## config.mk

```make
export PLATFORM = sky130hd
export DESIGN_NAME = psum_accum_buffer_flat
export DESIGN_NICKNAME = d
export VERILOG_FILES = /design/src/rtl/psum_pkg.sv /design/src/rtl/psum_accum_buffer_if.sv /design/src/rtl/sync_fifo.sv /design/src/rtl/psum_accum_buffer.sv /design/src/flat_wrapper.sv
export SDC_FILE = /design/constraint.sdc
export NUM_CORES = 2
export LEC_CHECK = 0
export ABC_AREA = 1
export CORE_MARGIN = 4
export CORE_UTILIZATION = 55
export CTS_CLUSTER_DIAMETER = 60
export DETAILED_ROUTE_END_ITERATION = 6
export PLACE_DENSITY = 0.75
export SYNTH_ARGS = -nofsm -noshare
export SYNTH_HDL_FRONTEND = slang
export SYNTH_SLANG_ARGS = --single-unit
export TNS_END_PERCENT = 20
```

## constraint.sdc

```tcl
create_clock -name clk -period 13.09 [get_ports clk]
set_input_delay 3.2725 -clock clk [delete_from_list [all_inputs] [get_ports clk]]
set_output_delay 3.2725 -clock clk [all_outputs]
set_load 0.1 [all_outputs]
```

## src/rtl/psum_pkg.sv

```systemverilog
// Shared mode encoding and lane arithmetic for the psum accumulation buffer.
// PSUM_SAT_EN selects saturating instead of wrapping lane addition.
package psum_pkg;

  typedef enum logic [1:0] {
    MODE_PASS     = 2'b00,
    MODE_ACCUM    = 2'b01,
    MODE_JUST_ADD = 2'b10,
    MODE_RSVD     = 2'b11
  } calc_mode_e;

  // Operands arrive left-aligned (lane MSB at bit 63) so one 64-bit add
  // serves every DATA_WIDTH, and signed overflow shows up in bit 63.
  function automatic logic [63:0] lane_add(input logic [63:0] a, input logic [63:0] b);
    logic [63:0] s;
    s = a + b;
`ifdef PSUM_SAT_EN
    if ((a[63] == b[63]) && (s[63] != a[63])) begin
      s = a[63] ? 64'h8000_0000_0000_0000 : 64'h7FFF_FFFF_FFFF_FFFF;
    end else begin
      s = s;
    end
`endif
    return s;
  endfunction

`ifdef PSUM_SAT_EN
  function automatic logic lane_sat_hit(input logic [63:0] a, input logic [63:0] b);
    logic [63:0] s;
    s = a + b;
    return (a[63] == b[63]) && (s[63] != a[63]);
  endfunction
`endif

endpackage

```

## src/rtl/psum_accum_buffer_if.sv

```systemverilog
// Bus bundle between the psum accumulation buffer and its surroundings.
// sat_flag exists only when PSUM_SAT_EN is defined.
interface psum_accum_buffer_if #(
  parameter int DATA_WIDTH = 32,
  parameter int NUM_CH     = 1,
  parameter int DEPTH      = 64
);
  localparam int PTR_LEN = $clog2(DEPTH);

  logic [1:0]                   calc_mod;
  logic                         pe_valid;
  logic [NUM_CH*DATA_WIDTH-1:0] pe_din;
  logic                         pe_ready;
  logic                         psum_buf_wen;
  logic [NUM_CH*DATA_WIDTH-1:0] P_sum_buff_inp;
  logic                         psum_full;
  logic                         psum_empty;
  logic                         outbuf_ren;
  logic [NUM_CH*DATA_WIDTH-1:0] outbuf_dout;
  logic                         outbuf_full;
  logic                         outbuf_empty;
  logic [PTR_LEN:0]             outbuf_count;
  logic                         overflow_err;
`ifdef PSUM_SAT_EN
  logic                         sat_flag;
`endif

  modport master (
    output calc_mod, pe_valid, pe_din, psum_buf_wen, P_sum_buff_inp, outbuf_ren,
    input  pe_ready, psum_full, psum_empty, outbuf_dout, outbuf_full, outbuf_empty,
    input  outbuf_count, overflow_err
`ifdef PSUM_SAT_EN
    , input sat_flag
`endif
  );

  modport slave (
    input  calc_mod, pe_valid, pe_din, psum_buf_wen, P_sum_buff_inp, outbuf_ren,
    output pe_ready, psum_full, psum_empty, outbuf_dout, outbuf_full, outbuf_empty,
    output outbuf_count, overflow_err
`ifdef PSUM_SAT_EN
    , output sat_flag
`endif
  );

endinterface

```

## src/rtl/sync_fifo.sv

```systemverilog
// Synchronous FIFO with occupancy count; FWFT=1 exposes the head word
// combinationally, FWFT=0 gives a registered read port that holds between pops.
module sync_fifo #(
  parameter int WIDTH = 32,
  parameter int DEPTH = 64,
  parameter bit FWFT  = 1'b0
) (
  input  logic                     clk,
  input  logic                     rst,
  input  logic                     wr_en,
  input  logic [WIDTH-1:0]         wr_data,
  input  logic                     rd_en,
  output logic [WIDTH-1:0]         rd_data,
  output logic                     full,
  output logic                     empty,
  output logic [$clog2(DEPTH):0]   count
);
  localparam int AW = $clog2(DEPTH);
  localparam logic [AW-1:0] PTR_INC  = {{(AW-1){1'b0}}, 1'b1};
  localparam logic [AW:0]   CNT_INC  = {{AW{1'b0}}, 1'b1};
  localparam logic [AW:0]   CNT_FULL = (AW+1)'(DEPTH);

  logic [WIDTH-1:0] mem_r [DEPTH];
  logic [AW-1:0]    wr_ptr_r;
  logic [AW-1:0]    rd_ptr_r;
  logic [AW:0]      count_r;
  logic             do_wr_s;
  logic             do_rd_s;

  assign full    = (count_r == CNT_FULL);
  assign empty   = (count_r == {(AW+1){1'b0}});
  assign count   = count_r;
  assign do_rd_s = rd_en && !empty;
  assign do_wr_s = wr_en && (!full || do_rd_s);

  // Storage array; contents need no reset since count gates every read.
  always_ff @(posedge clk) begin
    if (do_wr_s) begin
      mem_r[wr_ptr_r] <= wr_data;
    end
  end

  // Pointers and occupancy.
  always_ff @(posedge clk) begin
    if (rst) begin
      wr_ptr_r <= {AW{1'b0}};
      rd_ptr_r <= {AW{1'b0}};
      count_r  <= {(AW+1){1'b0}};
    end else begin
      if (do_wr_s) wr_ptr_r <= wr_ptr_r + PTR_INC;
      if (do_rd_s) rd_ptr_r <= rd_ptr_r + PTR_INC;
      case ({do_wr_s, do_rd_s})
        2'b10:   count_r <= count_r + CNT_INC;
        2'b01:   count_r <= count_r - CNT_INC;
        default: count_r <= count_r;
      endcase
    end
  end

  if (FWFT) begin : g_fwft
    assign rd_data = mem_r[rd_ptr_r];
  end else begin : g_reg
    logic [WIDTH-1:0] dout_r;
    // Registered read data, held until the next successful pop.
    always_ff @(posedge clk) begin
      if (rst) begin
        dout_r <= {WIDTH{1'b0}};
      end else if (do_rd_s) begin
        dout_r <= mem_r[rd_ptr_r];
      end else begin
        dout_r <= dout_r;
      end
    end
    assign rd_data = dout_r;
  end

endmodule

```

## src/rtl/psum_accum_buffer.sv

```systemverilog
// Combines PE partial sums with previous-tile psums through one stage register
// into an output FIFO. PSUM_SAT_EN: saturating ACCUM add plus sticky sat_flag.
module psum_accum_buffer
  import psum_pkg::*;
#(
  parameter int DATA_WIDTH = 32,
  parameter int NUM_CH     = 1,
  parameter int DEPTH      = 64,
  parameter int PTR_LEN    = $clog2(DEPTH)
) (
  input  logic              clk,
  input  logic              rst,
  psum_accum_buffer_if.slave io
);
  localparam int W = NUM_CH * DATA_WIDTH;

  calc_mode_e       mode_s;
  logic             stage_valid_r;
  logic [W-1:0]     stage_data_r;
  logic             stage_drain_s;
  logic             slot_free_s;
  logic             pe_ready_s;
  logic             psum_pop_s;
  logic             load_s;
  logic [W-1:0]     load_data_s;
  logic [W-1:0]     psum_head_s;
  logic             psum_full_s;
  logic             psum_wr_s;
  logic             psum_avail_s;
  logic [PTR_LEN:0] psum_count_s;
  logic             out_full_s;
  logic             overflow_err_r;
`ifdef PSUM_SAT_EN
  logic             clamp_s;
  logic             sat_flag_r;
`endif

  assign mode_s        = calc_mode_e'(io.calc_mod);
  assign psum_avail_s  = (psum_count_s != {(PTR_LEN+1){1'b0}});
  assign psum_wr_s     = io.psum_buf_wen && !psum_full_s;
  assign stage_drain_s = stage_valid_r && (!out_full_s || io.outbuf_ren);
  assign slot_free_s   = !stage_valid_r || stage_drain_s;

  // Mode-dependent handshake and the value entering the stage.
  always_comb begin
    pe_ready_s  = 1'b0;
    psum_pop_s  = 1'b0;
    load_s      = 1'b0;
    load_data_s = io.pe_din;
`ifdef PSUM_SAT_EN
    clamp_s     = 1'b0;
`endif
    case (mode_s)
      MODE_ACCUM: begin
        pe_ready_s = slot_free_s && psum_avail_s;
        load_s     = io.pe_valid && pe_ready_s;
        psum_pop_s = load_s;
        for (int k = 0; k < NUM_CH; k++) begin
          load_data_s[k*DATA_WIDTH +: DATA_WIDTH] = DATA_WIDTH'(lane_add(
              64'(io.pe_din[k*DATA_WIDTH +: DATA_WIDTH]) << (64 - DATA_WIDTH),
              64'(psum_head_s[k*DATA_WIDTH +: DATA_WIDTH]) << (64 - DATA_WIDTH)) >> (64 - DATA_WIDTH));
`ifdef PSUM_SAT_EN
          clamp_s = clamp_s | lane_sat_hit(
              64'(io.pe_din[k*DATA_WIDTH +: DATA_WIDTH]) << (64 - DATA_WIDTH),
              64'(psum_head_s[k*DATA_WIDTH +: DATA_WIDTH]) << (64 - DATA_WIDTH));
`endif
        end
      end
      MODE_JUST_ADD: begin
        load_s      = slot_free_s && psum_avail_s;
        psum_pop_s  = load_s;
        load_data_s = psum_head_s;
      end
      default: begin
        pe_ready_s = slot_free_s;
        load_s     = io.pe_valid && slot_free_s;
      end
    endcase
  end

  // Combine stage: a new load may coincide with the old entry draining.
  always_ff @(posedge clk) begin
    if (rst) begin
      stage_valid_r <= 1'b0;
      stage_data_r  <= {W{1'b0}};
    end else if (load_s) begin
      stage_valid_r <= 1'b1;
      stage_data_r  <= load_data_s;
    end else if (stage_drain_s) begin
      stage_valid_r <= 1'b0;
    end else begin
      stage_valid_r <= stage_valid_r;
    end
  end

  // Sticky status flags.
  always_ff @(posedge clk) begin
    if (rst) begin
      overflow_err_r <= 1'b0;
`ifdef PSUM_SAT_EN
      sat_flag_r     <= 1'b0;
`endif
    end else begin
      if (io.psum_buf_wen && psum_full_s) overflow_err_r <= 1'b1;
`ifdef PSUM_SAT_EN
      if (load_s && (mode_s == MODE_ACCUM) && clamp_s) sat_flag_r <= 1'b1;
`endif
    end
  end

  sync_fifo #(.WIDTH(W), .DEPTH(DEPTH), .FWFT(1'b1)) u_psum_fifo (
    .clk     (clk),
    .rst     (rst),
    .wr_en   (psum_wr_s),
    .wr_data (io.P_sum_buff_inp),
    .rd_en   (psum_pop_s),
    .rd_data (psum_head_s),
    .full    (psum_full_s),
    .empty   (io.psum_empty),
    .count   (psum_count_s)
  );

  sync_fifo #(.WIDTH(W), .DEPTH(DEPTH), .FWFT(1'b0)) u_out_fifo (
    .clk     (clk),
    .rst     (rst),
    .wr_en   (stage_drain_s),
    .wr_data (stage_data_r),
    .rd_en   (io.outbuf_ren),
    .rd_data (io.outbuf_dout),
    .full    (out_full_s),
    .empty   (io.outbuf_empty),
    .count   (io.outbuf_count)
  );

  assign io.pe_ready     = pe_ready_s;
  assign io.psum_full    = psum_full_s;
  assign io.outbuf_full  = out_full_s;
  assign io.overflow_err = overflow_err_r;
`ifdef PSUM_SAT_EN
  assign io.sat_flag     = sat_flag_r;
`endif

endmodule

```

## src/flat_wrapper.sv

```systemverilog
// flat-port wrapper written by rule: the top's interface ports become plain ports
module psum_accum_buffer_flat import psum_pkg::*;
#(
  parameter int DATA_WIDTH = 32,
  parameter int NUM_CH     = 1,
  parameter int DEPTH      = 64,
  parameter int PTR_LEN    = $clog2(DEPTH)
)
  (clk, rst, io_calc_mod, io_pe_valid, io_pe_din, io_psum_buf_wen, io_P_sum_buff_inp, io_outbuf_ren, io_pe_ready, io_psum_full, io_psum_empty, io_outbuf_dout, io_outbuf_full, io_outbuf_empty, io_outbuf_count, io_overflow_err);
  psum_accum_buffer_if #(.DATA_WIDTH(DATA_WIDTH), .NUM_CH(NUM_CH), .DEPTH(DEPTH)) io_i ();
  input  logic clk;
  input  logic rst;
  input wire logic [$bits(io_i.calc_mod)-1:0] io_calc_mod;
  input wire logic [$bits(io_i.pe_valid)-1:0] io_pe_valid;
  input wire logic [$bits(io_i.pe_din)-1:0] io_pe_din;
  input wire logic [$bits(io_i.psum_buf_wen)-1:0] io_psum_buf_wen;
  input wire logic [$bits(io_i.P_sum_buff_inp)-1:0] io_P_sum_buff_inp;
  input wire logic [$bits(io_i.outbuf_ren)-1:0] io_outbuf_ren;
  output wire logic [$bits(io_i.pe_ready)-1:0] io_pe_ready;
  output wire logic [$bits(io_i.psum_full)-1:0] io_psum_full;
  output wire logic [$bits(io_i.psum_empty)-1:0] io_psum_empty;
  output wire logic [$bits(io_i.outbuf_dout)-1:0] io_outbuf_dout;
  output wire logic [$bits(io_i.outbuf_full)-1:0] io_outbuf_full;
  output wire logic [$bits(io_i.outbuf_empty)-1:0] io_outbuf_empty;
  output wire logic [$bits(io_i.outbuf_count)-1:0] io_outbuf_count;
  output wire logic [$bits(io_i.overflow_err)-1:0] io_overflow_err;
  assign io_i.calc_mod = io_calc_mod;
  assign io_i.pe_valid = io_pe_valid;
  assign io_i.pe_din = io_pe_din;
  assign io_i.psum_buf_wen = io_psum_buf_wen;
  assign io_i.P_sum_buff_inp = io_P_sum_buff_inp;
  assign io_i.outbuf_ren = io_outbuf_ren;
  assign io_pe_ready = io_i.pe_ready;
  assign io_psum_full = io_i.psum_full;
  assign io_psum_empty = io_i.psum_empty;
  assign io_outbuf_dout = io_i.outbuf_dout;
  assign io_outbuf_full = io_i.outbuf_full;
  assign io_outbuf_empty = io_i.outbuf_empty;
  assign io_outbuf_count = io_i.outbuf_count;
  assign io_overflow_err = io_i.overflow_err;
  psum_accum_buffer #(.DATA_WIDTH(DATA_WIDTH), .NUM_CH(NUM_CH), .DEPTH(DEPTH), .PTR_LEN(PTR_LEN)) u_core (.clk(clk), .rst(rst), .io(io_i));
endmodule
```

==> key figures <==
Clock network
  • Resize count post-CTS: 0
  • H-tree Lvls: 5
  • CTS clk-pin slew, worst paths: 0.05 ns
  • Clock Tree Buf Depth: 4
  • Post-CTS Setup Repair Bufs: 0
  • CTS buffer count: about 400
  • Clock latency on the worst-skew pair: 1.00 ns
  • CTS tree: yes
  • Root Driver: clkbuf_16
  • Hold-fix buffers, CTS: 0
  • Clock sinks: roughly 4,200

Detailed routing
  • Drc violations: 3
  • Highest Signal Layer: met5
  • Drt pass-1 iters: 7
  • Drt via density: about 6.4
  • Via Count: approximately 110k
  • Wirelength, routed: approximately 460 mm
  • Met3 WL: slightly above 50 mm
  • Wl on met1: around 160 mm
  • Starting DRC count in detailed routing: 15,989
  • Post-route ant nets: 0
  • Met2 routed WL: between 200 and 250 mm
  • Drt wl/cell: 26.8 µm

Placement
  • Worst slack at placement: just under 4 ns
  • Routability cong.: 0.923
  • Port-buffer cells: 115
  • Final HPWL DP: approximately 240 mm
  • Post-placement cell count: 16,387

Run status
  • Failing checks: design-rule violations
  • Outcome: finished, violations left

Global route
  • All-Layer GR Usage: 0.283
  • Pin count of the biggest net entering global routing: about 210
  • GRT overflow: 0
  • First-pass GRT wire length: approximately 670 mm
  • Antenna violations before repair: 20
  • Vias in the first global route: ~110k

STA
  • Final WS setup: between 3 and 4 ns
  • Final worst path period share: 0.701
  • Final setup vio count: 0
  • TNS Setup: 0 ns
  • Worst Max-Slew Pin Slew: about 1.3 ns
  • Worst slew margin: 0.164
  • Tmin final: about 9.2 ns
  • Final hold vios: 0
  • Max Freq: roughly 110 MHz
  • Clock Skews: a little over 0.08 ns
  • RSZ-0062 raised after global routing: no
  • Worst hold margin: 0.471 ns
  • Max-slew violation count: 0

Synthesis
  • Yosys top cell area share: 0.737
  • Most common cell in the netlist: edfxtp_1
  • Mapped Cells: roughly 13,000
  • Syn nets: about 13,000
  • Library cells used by synthesis: 48
  • Sequential share of the synthesized area: 0.750
  • Synth Cell Area: 167,000 µm²
  • Syn avg cell area: approximately 13 µm²
  • Ys async rst share: 0
  • Synth Warn #: 0
  • Synth area leaders: edfxtp_1, o21ai_0, nor2_1
  • Number of flops mapped to enable cells by yosys: between 4,000 and 5,000
  • Most frequent cells after synthesis: edfxtp_1, nor2_1, o21ai_0
  • Cell taking the most area after synthesis: edfxtp_1
  • Ys flop type: edfxtp_1
  • #FFs+latches synth: roughly 4,200

Hold path
  • Worst Hold Class: reg2reg

Finish
  • Fillers: around 22,000
  • Layout cells sized above 1: 0.0838
  • Non-Filler Instances: 17,146
  • Layout area overhead: 10.8%
  • Final #Nets: ~13,000

Critical path
  • Worst path cell trace: clkdlybuf4s50_1, inv_1, ha_1, nand2_1, nand2_1, clkdlybuf4s50_1
  • Crit path largest cell delay: between 1 and 1.5 ns
  • Worst Setup End Kind: output port
  • Top delay family on crit path: buffers and inverters
  • Crit path DAT: 5.90 ns
  • CP Class: in2out
  • Worst Path Required: 9.82 ns
  • CP Launch Type: input port
  • Critical path buffers and inverters: 3
  • Slowest CP cell: clkdlybuf4s50_1
  • Crit path max fanout: 16

Floorplan
  • Initial core utilization: 0.552
  • Die ar.: approximately 310,000 µm²
  • Width of the die: between 500 and 600 µm
  • Row count: ~200
  • Core ar.: ~300,000 µm²
  • I/O Pins: roughly 120
  • Die Y: around 560 µm

Power
  • Leak Pwr: around 60 nW
  • Power per cell area: 171 nW/µm²
  • Worst vdd ir: about 0.16 mV

Run
  • Maxcap violations: 0
-- stage by stage --
step	instance area (µm²)	power, mW	utilization
global route	185000	32.7	0.612
global placement	172000	20.4	0.569
CTS	185000	31.6	0.611
detailed placement	172000	20.5	0.569
floorplan	167000	18.8	-
finish	185000	31.7	0.612
-- tightest hold or removal path, stage by stage (launching register included) --
cell and delay, ns:
dfxtp_1 0.32, a21oi_1 0.04, nor2_1 0.07
-- cell families (layout without fill, tap and decap cells) --
kind of cell	Yosys count	in the layout	synth area share
xor+xnor	12	12	0.000630
flops	4206	4206	0.750
compound gates	3492	3492	0.117
fa+ha+maj	48	48	0.00369
other cells	0	11	0
simple gates	4094	4094	0.100
buf+inv	1067	1305	0.0285
-- layout make-up --
class                           count  area (µm²)  share of cell area
Antenna cell                       11        27.5            0.000149
Clock buffer                      505       10800              0.0583
Clock inverter                    243        2050              0.0111
Inverter                          154         644             0.00348
Multi-Input combinational cell   7646       38000               0.205
Sequential cell                  4206      125000               0.677
Tap cell                         3978        4980              0.0269
Timing Repair Buffer              403        3320              0.0179
-- report_power, final --
group          internal [mW]  leakage (nW)  switching (mW)
Combinational           1.28          15.7            3.92
Sequential              15.1          38.1           0.118
Clock                   6.31          6.29            4.98
Total                   22.7          60.1            9.02
-- layout by cell type, fill, tap and decap left out, types with 195 or more instances in the layout --
| master | synthesis | routed |
|---|---|---|
| nand3_1 | 807 | 807 |
| edfxtp_1 | 4096 | 4096 |
| o22ai_1 | 804 | 804 |
| o221ai_1 | 205 | 205 |
| nor2_1 | 2241 | 2114 |
| nand2_1 | 917 | 916 |
| o21ai_0 | 2106 | 2106 |
| clkbuf_16 | 0 | 412 |
| a21oi_1 | 195 | 195 |
| buf_4 | 50 | 276 |
-- flip-flops by register name, summed over array words and instances, names as in the netlist, 6 cells and up, named ones only --
name and flops:
u_core.u_psum_fifo.mem_r 2048, u_core.u_psum_fifo.count 7, u_core.u_out_fifo.rd_data 32, u_core.u_out_fifo.wr_ptr_r 6
u_core.stage_data_r 32, u_core.u_out_fifo.rd_ptr_r 6, u_core.u_out_fifo.count 7, u_core.u_psum_fifo.wr_ptr_r 6
u_core.u_psum_fifo.rd_ptr_r 6, u_core.u_out_fifo.mem_r 2048
-- per-layer routing --
metal	track usage	vias up
li1	-	47978
met1	0.367	53727
met2	0.456	7026
met3	0.0544	1301
met4	0.151	14
met5	0	-
-- worst paths after layout --
path,slack (ns),cells after the start,end,startpoint
hold / removal,0.47,2,u_core.io.overflow_err,u_core.io.overflow_err
hold reg to reg,0.47,2,u_core.io.overflow_err,u_core.io.overflow_err
setup reg to reg,6.00,28,u_core.stage_data_r[26],register
setup / recovery,3.92,6,io_pe_ready,io_calc_mod[0]
(Power assumes the default switching activity.)
